$ cat src/rtl/img_pkg.sv
// Shared types and constants for the image engine and its job sequencer.
package img_pkg;

    localparam int IMG_DIM = 64;
    localparam int PIX_W = 8;
    localparam int MODE_W = 2;
    localparam int DEF_TIMEOUT = IMG_DIM * IMG_DIM * 4;

    typedef enum logic [2:0] {
        IDLE,
        RST,
        RUN,
        DONE,
        ERR
    } seq_state_t;

endpackage

$ cat src/rtl/seq_watchdog.sv
// Clear/enable cycle counter with a terminal-count flag at LIMIT-1.
import img_pkg::*;

module seq_watchdog #(
    parameter int LIMIT = DEF_TIMEOUT
) (
    input  logic clk,
    input  logic reset,
    input  logic clear,
    input  logic en,
    output logic tc
);

    localparam int CW = (LIMIT > 1) ? $clog2(LIMIT) : 1;

    logic [CW-1:0] count;

    always_ff @(posedge clk) begin
        if (reset || clear) begin
            count <= '0;
        end else if (en && !tc) begin
            count <= count + 1'b1;
        end
    end

    assign tc = (count == CW'(LIMIT - 1));

endmodule

$ cat src/rtl/frame_sequencer.sv
// Job-level controller: runs a list of engine passes with reset hold,
// done masking and a per-pass watchdog.
import img_pkg::*;

module frame_sequencer #(
    parameter int MAX_PASSES = 4,
    parameter int RST_CYCLES = 2,
    parameter int TIMEOUT_CYCLES = DEF_TIMEOUT,
    parameter int CNT_W = 16
) (
    input  logic                         clk,
    input  logic                         reset,
    input  logic                         start,
    input  logic                         abort,
    input  logic [2:0]                   num_passes,
    input  logic [MODE_W*MAX_PASSES-1:0] mode_seq,
    input  logic                         proc_done,
    output logic                         proc_reset,
    output logic [MODE_W-1:0]            proc_mode,
    output logic                         busy,
    output logic [$clog2(MAX_PASSES)-1:0] pass_idx,
    output logic                         seq_done,
    output logic                         timeout_err,
    output logic [CNT_W-1:0]             job_cycles
);

    localparam int IW = $clog2(MAX_PASSES);
    localparam int NW = $clog2(MAX_PASSES + 1);

    seq_state_t                  state;
    logic [MODE_W*MAX_PASSES-1:0] modes;
    logic [NW-1:0]               n_pass;
    logic [NW-1:0]               n_clamp;
    logic [IW-1:0]               next_idx;
    logic [MODE_W-1:0]           next_mode;
    logic                        last_pass;
    logic                        first_run;
    logic                        hold_tc;
    logic                        wd_tc;

    assign n_clamp = (int'(num_passes) > MAX_PASSES) ?
                     NW'(MAX_PASSES) : NW'(num_passes);
    assign next_idx = pass_idx + 1'b1;
    assign next_mode = modes[MODE_W*int'(next_idx) +: MODE_W];
    assign last_pass = (int'(pass_idx) == int'(n_pass) - 1);

    seq_watchdog #(.LIMIT(RST_CYCLES)) u_hold (
        .clk  (clk),
        .reset(reset),
        .clear(state != RST),
        .en   (state == RST),
        .tc   (hold_tc)
    );

    seq_watchdog #(.LIMIT(TIMEOUT_CYCLES)) u_wd (
        .clk  (clk),
        .reset(reset),
        .clear(state != RUN),
        .en   (state == RUN),
        .tc   (wd_tc)
    );

    always_ff @(posedge clk) begin
        if (reset) begin
            state       <= IDLE;
            proc_reset  <= 1'b1;
            proc_mode   <= '0;
            busy        <= 1'b0;
            pass_idx    <= '0;
            seq_done    <= 1'b0;
            timeout_err <= 1'b0;
            job_cycles  <= '0;
            modes       <= '0;
            n_pass      <= '0;
            first_run   <= 1'b0;
        end else begin
            seq_done  <= 1'b0;
            first_run <= 1'b0;
            if ((state == RST || state == RUN) && job_cycles != '1) begin
                job_cycles <= job_cycles + 1'b1;
            end
            if (abort) begin
                state      <= IDLE;
                proc_reset <= 1'b1;
                busy       <= 1'b0;
            end else begin
                unique case (state)
                    IDLE, ERR: begin
                        if (start) begin
                            modes       <= mode_seq;
                            n_pass      <= n_clamp;
                            job_cycles  <= '0;
                            timeout_err <= 1'b0;
                            pass_idx    <= '0;
                            if (n_clamp == '0) begin
                                state    <= DONE;
                                seq_done <= 1'b1;
                            end else begin
                                state     <= RST;
                                proc_mode <= mode_seq[MODE_W-1:0];
                                busy      <= 1'b1;
                            end
                        end
                    end
                    RST: begin
                        if (hold_tc) begin
                            state      <= RUN;
                            proc_reset <= 1'b0;
                            first_run  <= 1'b1;
                        end
                    end
                    RUN: begin
                        // done beats a coincident timeout
                        if (proc_done && !first_run) begin
                            proc_reset <= 1'b1;
                            if (last_pass) begin
                                state    <= DONE;
                                seq_done <= 1'b1;
                                busy     <= 1'b0;
                            end else begin
                                state     <= RST;
                                pass_idx  <= next_idx;
                                proc_mode <= next_mode;
                            end
                        end else if (wd_tc) begin
                            state       <= ERR;
                            timeout_err <= 1'b1;
                            proc_reset  <= 1'b1;
                            busy        <= 1'b0;
                        end
                    end
                    DONE: state <= IDLE;
                    default: state <= IDLE;
                endcase
            end
        end
    end

endmodule

$ cat config.mk
export PLATFORM = sky130hd
export DESIGN_NAME = frame_sequencer
export DESIGN_NICKNAME = d
export VERILOG_FILES = /design/src/rtl/img_pkg.sv /design/src/rtl/seq_watchdog.sv /design/src/rtl/frame_sequencer.sv
export SDC_FILE = /design/constraint.sdc
export NUM_CORES = 1
export LEC_CHECK = 0
export ABC_AREA = 1
export CAP_MARGIN = 10
export CORE_AREA = 2 2 78 87
export DETAILED_ROUTE_END_ITERATION = 6
export DIE_AREA = 0 0 80 89
export PLACE_DENSITY = 0.74
export SYNTH_ARGS = -nofsm -noshare
export SYNTH_HDL_FRONTEND = slang
export SYNTH_HIERARCHICAL = 1
export SYNTH_SLANG_ARGS = --single-unit
$ cat constraint.sdc
create_clock -name clk -period 1.61 [get_ports clk]
set_input_delay 0.2415 -clock clk [delete_from_list [all_inputs] [get_ports clk]]
set_output_delay 0.2415 -clock clk [all_outputs]
set_load 0.005 [all_outputs]
### Word level (Yosys, flattened, before mapping)

Index checks and enable logic that the tools add are counted.

* register bits after elaboration: 54
* word-level logic and storage cells: 103

* $add $sub $neg: 5
* magnitude comparators: 1
* equal/unequal tests: 17
* shift-type cells: 1
* mux-type cells: 40
* bitwise operators: 2
* reduce and logical (&&, ||, !) cells: 24

Operator list (count)
* 16-bit 2-to-1 mux: 4
* 2-bit 2-to-1 mux: 9
* 16-bit by 1-bit adder with 16-bit output (second input constant): 1
* 16-bit != test (second input constant): 1
* 1-bit 2-to-1 mux: 15
* 3-bit 2-to-1 mux: 5
* 5-bit AND reduction: 3
* 14-bit by 1-bit adder with 14-bit output (second input constant): 1
* 14-bit == test (second input constant): 1
* 2-bit != test (second input constant): 7
* 3-bit one-hot mux with 3 select lines: 1
* 3-bit AND reduction: 3
* 1-bit one-hot mux with 2 select lines: 4
* 2-bit one-hot mux with 2 select lines: 2
* 8-bit by 4-bit indexed part select with 2-bit output: 1
* 3-bit zero test: 2
* 3-bit != test (second input constant): 2
* 6-bit AND reduction: 1
* 3-bit by 4-bit == test with 1-bit output: 1
* 1-bit logical AND: 4
* 2-bit nonzero test: 2
* 2-bit OR reduction: 2
* 3-bit by 1-bit subtractor with 4-bit output (second input constant): 1
* 3-bit by 1-bit == test with 1-bit output (second input constant): 1
* other kinds (11): 16

### Logic depth before layout (Yosys ltp)

* word-level depth: 7
* gate-level depth with buffers: 12
* gate-level depth less buffers: 12

### Hierarchy

The synthesis kept the hierarchy.

By module, submodules not included
* frame_sequencer: times used 1, cells each 337, area an instance 2168.3 um2, seq. area each 780.7 um2
* seq_watchdog at u_wd: times used 1, cells each 135, area an instance 845.8 um2, seq. area each 280.3 um2
* seq_watchdog at u_hold: times used 1, cells each 6, area an instance 38.8 um2, seq. area each 20.0 um2

### Worst setup path after synthesis

OpenSTA, ideal clock, no wires.

* kind: register to register
* start point: reg u_wd.count[0]
* end point: reg busy
* setup time: 0.115 ns
* arrival: 1.484 ns
* data required time: 1.495 ns
* slack: 0.011 ns
* cell stages (with the launch flop): 13
* period minus slack after synthesis: 1.599 ns
* path through: dfxtp_1 ha_1 nand3_1 inv_1 nand2_2 nor2_4 inv_1 nand4_1 nand2_1 nor2_1 nand3_1 nand2_1 nor2_1

* cells in the longest elaborated chain, start to end: 3

RTL lines
* start, declared: RTL line seq_watchdog.sv:16 `logic [CW-1:0] count;`
* start signal, assigned: RTL line seq_watchdog.sv:22 `count <= count + 1'b1;`
* 14-bit == test: RTL line seq_watchdog.sv:26 `assign tc = (count == CW'(LIMIT - 1));`
* via wd_tc: RTL line frame_sequencer.sv:39 `logic wd_tc;`
* 3-bit != test (no source line)
* 5-bit AND reduction (no source line)
* end signal, assigned: RTL line frame_sequencer.sv:68 `busy <= 1'b0;`
* end signal, assigned: RTL line frame_sequencer.sv:85 `busy <= 1'b0;`
* end signal, assigned: RTL line frame_sequencer.sv:101 `busy <= 1'b1;`
* end, declared: RTL line frame_sequencer.sv:20 `output logic busy,`

The timed path passes the listed nets, and every way through them passes these cells.
A chain may end at the register's enable or synchronous reset.

### Worst setup path after layout

* start point: reg u_wd.count[1]
* end point: reg busy

The elaborated chain is that of the path after synthesis.

==> summary.txt <==
Cells and area
  – Footprint of the flip-flops and latches: ~1100 um2
  – Fraction of final layout cells with drive strength greater than 1: 0.160
  – Area Overhead vs Synth: 25.5%
  – Number of nets in the final layout: 561
  – Inserted Diodes: 0
  – Multi-input gate area in the final layout: between 1500 and 2000 um2
  – Cell Count, Final, Fillers Out: between 600 and 700
  – Fillcell total: around 600
  – Total non-filler cell area in the finished layout: around 3800 um2

Floorplanning
  – Area of the die: 7120 um2
  – Starting density of the core: 0.496
  – Number of top-level design ports: 40
  – Core region area: between 6000 and 7000 um2
  – FP Rows: 30
  – Die Span X: approximately 80 um
  – Die boundary height: ~90 um

Logic synthesis
  – Synth Net Count: just under 500
  – Synth top area cells: sky130_fd_sc_hd__dfxtp_1, sky130_fd_sc_hd__nand2_1, sky130_fd_sc_hd__nor2_1
  – Synth cell count leaders: sky130_fd_sc_hd__nand2_1, sky130_fd_sc_hd__nor2_1, sky130_fd_sc_hd__dfxtp_1, sky130_fd_sc_hd__inv_1, sky130_fd_sc_hd__nand3_1
  – Area share of the leading cell type in the synthesized netlist: 0.354
  – Register area share after synthesis: 0.354
  – Number of instances in the synthesized netlist: around 480
  – Most frequently used cell type in the post-synthesis netlist: sky130_fd_sc_hd__nand2_1
  – Distinct cells, synth: 30
  – Mapped Avg Cell Area: 6.39 um2
  – Seq cells post-synth: 54
  – Number of warnings issued by yosys: 6
  – Top cell type by total area after synthesis: sky130_fd_sc_hd__dfxtp_1
  – Post-synth ARST share: 0
  – Synthesized area: ~3100 um2
  – Number of synthesized flops with an enable pin: 0
  – Post-synth top flop: sky130_fd_sc_hd__dfxtp_1

Setup path
  – Type of element launching the critical path: flop
  – Critical path endpoint category: flop
  – Slowest Stage Delay on Critical Path: between 0.3 and 0.4 ns
  – Critical path class: flop to flop
  – Sequence of cells on the critical path: ha_2, nand3_2, inv_2, nand2_2, nor2_4, inv_1, nand4_1, nand2_1, nor2_1, nand3_1, nand2_1, nor2_1
  – Required time at the worst-slack endpoint: 1.82 ns
  – Top Family by Delay on Critical Path: simple AND/OR/NAND/NOR gates
  – Critical path data arrival time: 1.75 ns
  – Top fanout value on the critical path: 3
  – Standard cell with the maximum stage delay on the critical path: sky130_fd_sc_hd__dfxtp_2
  – Worst Path Buf+Inv: 2

Clock network
  – Cts hold-fix bufs: 0
  – Maximum level of the CTS H-tree: 2
  – TritonCTS clock tree: done
  – TritonCTS sink count: between 50 and 60
  – CTS clock-pin slew for the worst setup and hold paths: around 0.1 ns
  – Clock buffer count from CTS: 5
  – Clock latency on the worst-skew pair: about 0.30 ns
  – Clock root buffer: sky130_fd_sc_hd__clkbuf_8
  – Clk buf depth: 2

Route
  – Detail-routed via count per cell: between 4 and 5
  – Antenna Nets Post-Route: 0
  – Remaining routing DRC violations: 0
  – DR WL/cell: 11.1 um
  – Overall via count from detail_route: about 3000
  – Number of iterations in the first detailed-routing pass: 4
  – Wirelength, routed: between 6000 and 7000 um
  – Iter 0 DRT Violations: 116

STA
  – Fmax: ~0.65 GHz
  – Setup total negative slack: 0 ns
  – Final Cycle Share: 0.960
  – Relative slew slack: 0.816
  – Hold Fails Final Rpt: 0
  – Final Hold Slack: 0.452 ns
  – Final-report max-slew violation count: 0
  – Least-Margin Pin Slew: between 0.2 and 0.3 ns
  – # setup viols final: 0
  – Final critical path time including I/O delays and setup: around 1.5 ns
  – Clock Skew: roughly 0.0038 ns

Pwr
  – Static leakage power: around 1.6 nW
  – Power per cell area: roughly 680 nW/um2
  – Peak VDD IR: between 0.5 and 0.6 mV

Global routing
  – Wire length of the first global-routing pass: roughly 12000 um
  – Initial antenna violation count: 0
  – GRT Total Usage: 0.201
  – Vias in the first global route: 2755
  – Global route overflow: 0
  – Pin count of the biggest net entering global routing: 21

Placement
  – Routability congestion estimate: a little under 0.9
  – DP Wirelength: between 5000 and 6000 um
  – Port bufs: 39
  – Cell total after placement: ~610
  – Total placed instance area: approximately 3700 um2

Worst hold path
  – Worst min path class: flop to flop

Run status
  – Status: finished clean

Run
  – Max cap viols: 0
-- cells in the final DEF (no fill, tap or decap) --
| master | count |
|---|---|
| sky130_fd_sc_hd__nor3_1 | 3 |
| sky130_fd_sc_hd__ha_1 | 2 |
| sky130_fd_sc_hd__nand3b_2 | 1 |
| sky130_fd_sc_hd__a211oi_1 | 1 |
| sky130_fd_sc_hd__dfxtp_1 | 47 |
| sky130_fd_sc_hd__clkdlybuf4s50_1 | 39 |
| sky130_fd_sc_hd__inv_1 | 45 |
| sky130_fd_sc_hd__bufinv_16 | 1 |
| sky130_fd_sc_hd__nand3_1 | 32 |
| sky130_fd_sc_hd__nor2_4 | 4 |
| sky130_fd_sc_hd__o21ai_0 | 14 |
| sky130_fd_sc_hd__nand3_4 | 1 |
| sky130_fd_sc_hd__nor2_8 | 2 |
| sky130_fd_sc_hd__nand2_2 | 4 |
| sky130_fd_sc_hd__inv_2 | 12 |
| sky130_fd_sc_hd__xnor2_1 | 4 |
| sky130_fd_sc_hd__nand2_4 | 2 |
| sky130_fd_sc_hd__nand2_1 | 143 |
| sky130_fd_sc_hd__nor2_2 | 9 |
| sky130_fd_sc_hd__nand4_1 | 10 |
| sky130_fd_sc_hd__nor2_1 | 80 |
| sky130_fd_sc_hd__or2_2 | 1 |
| sky130_fd_sc_hd__clkinv_2 | 2 |
| sky130_fd_sc_hd__xor2_1 | 2 |
| sky130_fd_sc_hd__ha_2 | 1 |
| sky130_fd_sc_hd__nand3_2 | 3 |
| sky130_fd_sc_hd__buf_4 | 28 |
| sky130_fd_sc_hd__dfxtp_2 | 7 |
| sky130_fd_sc_hd__a21oi_1 | 29 |
| sky130_fd_sc_hd__clkbuf_8 | 5 |
| sky130_fd_sc_hd__a21oi_2 | 3 |
| sky130_fd_sc_hd__inv_6 | 1 |
| sky130_fd_sc_hd__nand3b_1 | 5 |
-- cell families after synthesis --
group / after synthesis / synth area share
AOI/OAI and AO/OA: 47 / 0.0816
xor gates and xnor gates: 6 / 0.0172
adders and majority gates: 3 / 0.0123
buffers and inverters: 68 / 0.0988
DFF: 54 / 0.354
and+or+nand+nor: 300 / 0.436
-- state kept, by name, indices dropped and copies added, names as in the netlist --
| register | count |
|---|---|
| modes | 8 |
| state | 3 |
| proc_mode | 2 |
| n_pass | 3 |
| proc_reset | 1 |
| seq_done | 1 |
| pass_idx | 2 |
| u_wd/count | 14 |
| job_cycles | 16 |
| timeout_err | 1 |
| busy | 1 |
| first_run | 1 |
| u_hold/tc | 1 |
-- path summary, 6_finish.rpt --
check | startpoint | to | slack [ns] | depth (start not counted)
setup / recovery | u_wd/count[1] | busy | 0.07 | 12
hold / removal | modes[6] | modes[6] | 0.45 | 2
setup reg to reg | u_wd/count[1] | busy | 0.07 | 12
hold reg to reg | modes[6] | modes[6] | 0.45 | 2
-- layout make-up --
type                    instances  area share
clock buffers                   5      0.0180
clock inverters                 3      0.0105
inverters                      58      0.0582
multi-input cells             356       0.446
flip-flops and latches         54       0.285
well taps                      80      0.0261
repair buffers                 67       0.157
-- metal layers --
metal,share of wire,track usage,vias to the layer above
met4,0.015,0.0770,0
met3,0.031,0.0303,9
met5,0,0,-
li1,-,-,1621
met1,0.46,0.242,1353
met2,0.50,0.361,60
-- per-stage QoR --
step | setup WS, ns | power, mW | util
3_5_place_dp | 0.0115 | 1.72 | 0.595
2_1_floorplan | 0.0106 | 1.59 | -
5_1_grt | -0.0163 | 2.70 | 0.622
6_report | 0.0652 | 2.59 | 0.622
4_1_cts | 0.00531 | 2.62 | 0.613
3_3_place_gp | 0.0351 | 1.71 | 0.595
-- power by group --
| group | internal (mW) | leakage, nW | switching, mW |
|---|---|---|---|
| Clock | 0.458 | 0.0579 | 0.441 |
| Combinational | 0.137 | 1.06 | 0.164 |
| Sequential | 1.37 | 0.441 | 0.0186 |
-- timing repair --
action | 4_1_cts | 5_1_grt
resized for setup | 0 | 19
buffers inserted | 0 | 1
setup endpoints to repair | 0 | 26
-- tightest hold or removal path: stages (launching register included) --
cell	delay (ns)
sky130_fd_sc_hd__dfxtp_1	0.31
sky130_fd_sc_hd__inv_1	0.05
sky130_fd_sc_hd__a21oi_1	0.05
Power figures use the tool's default switching activity.
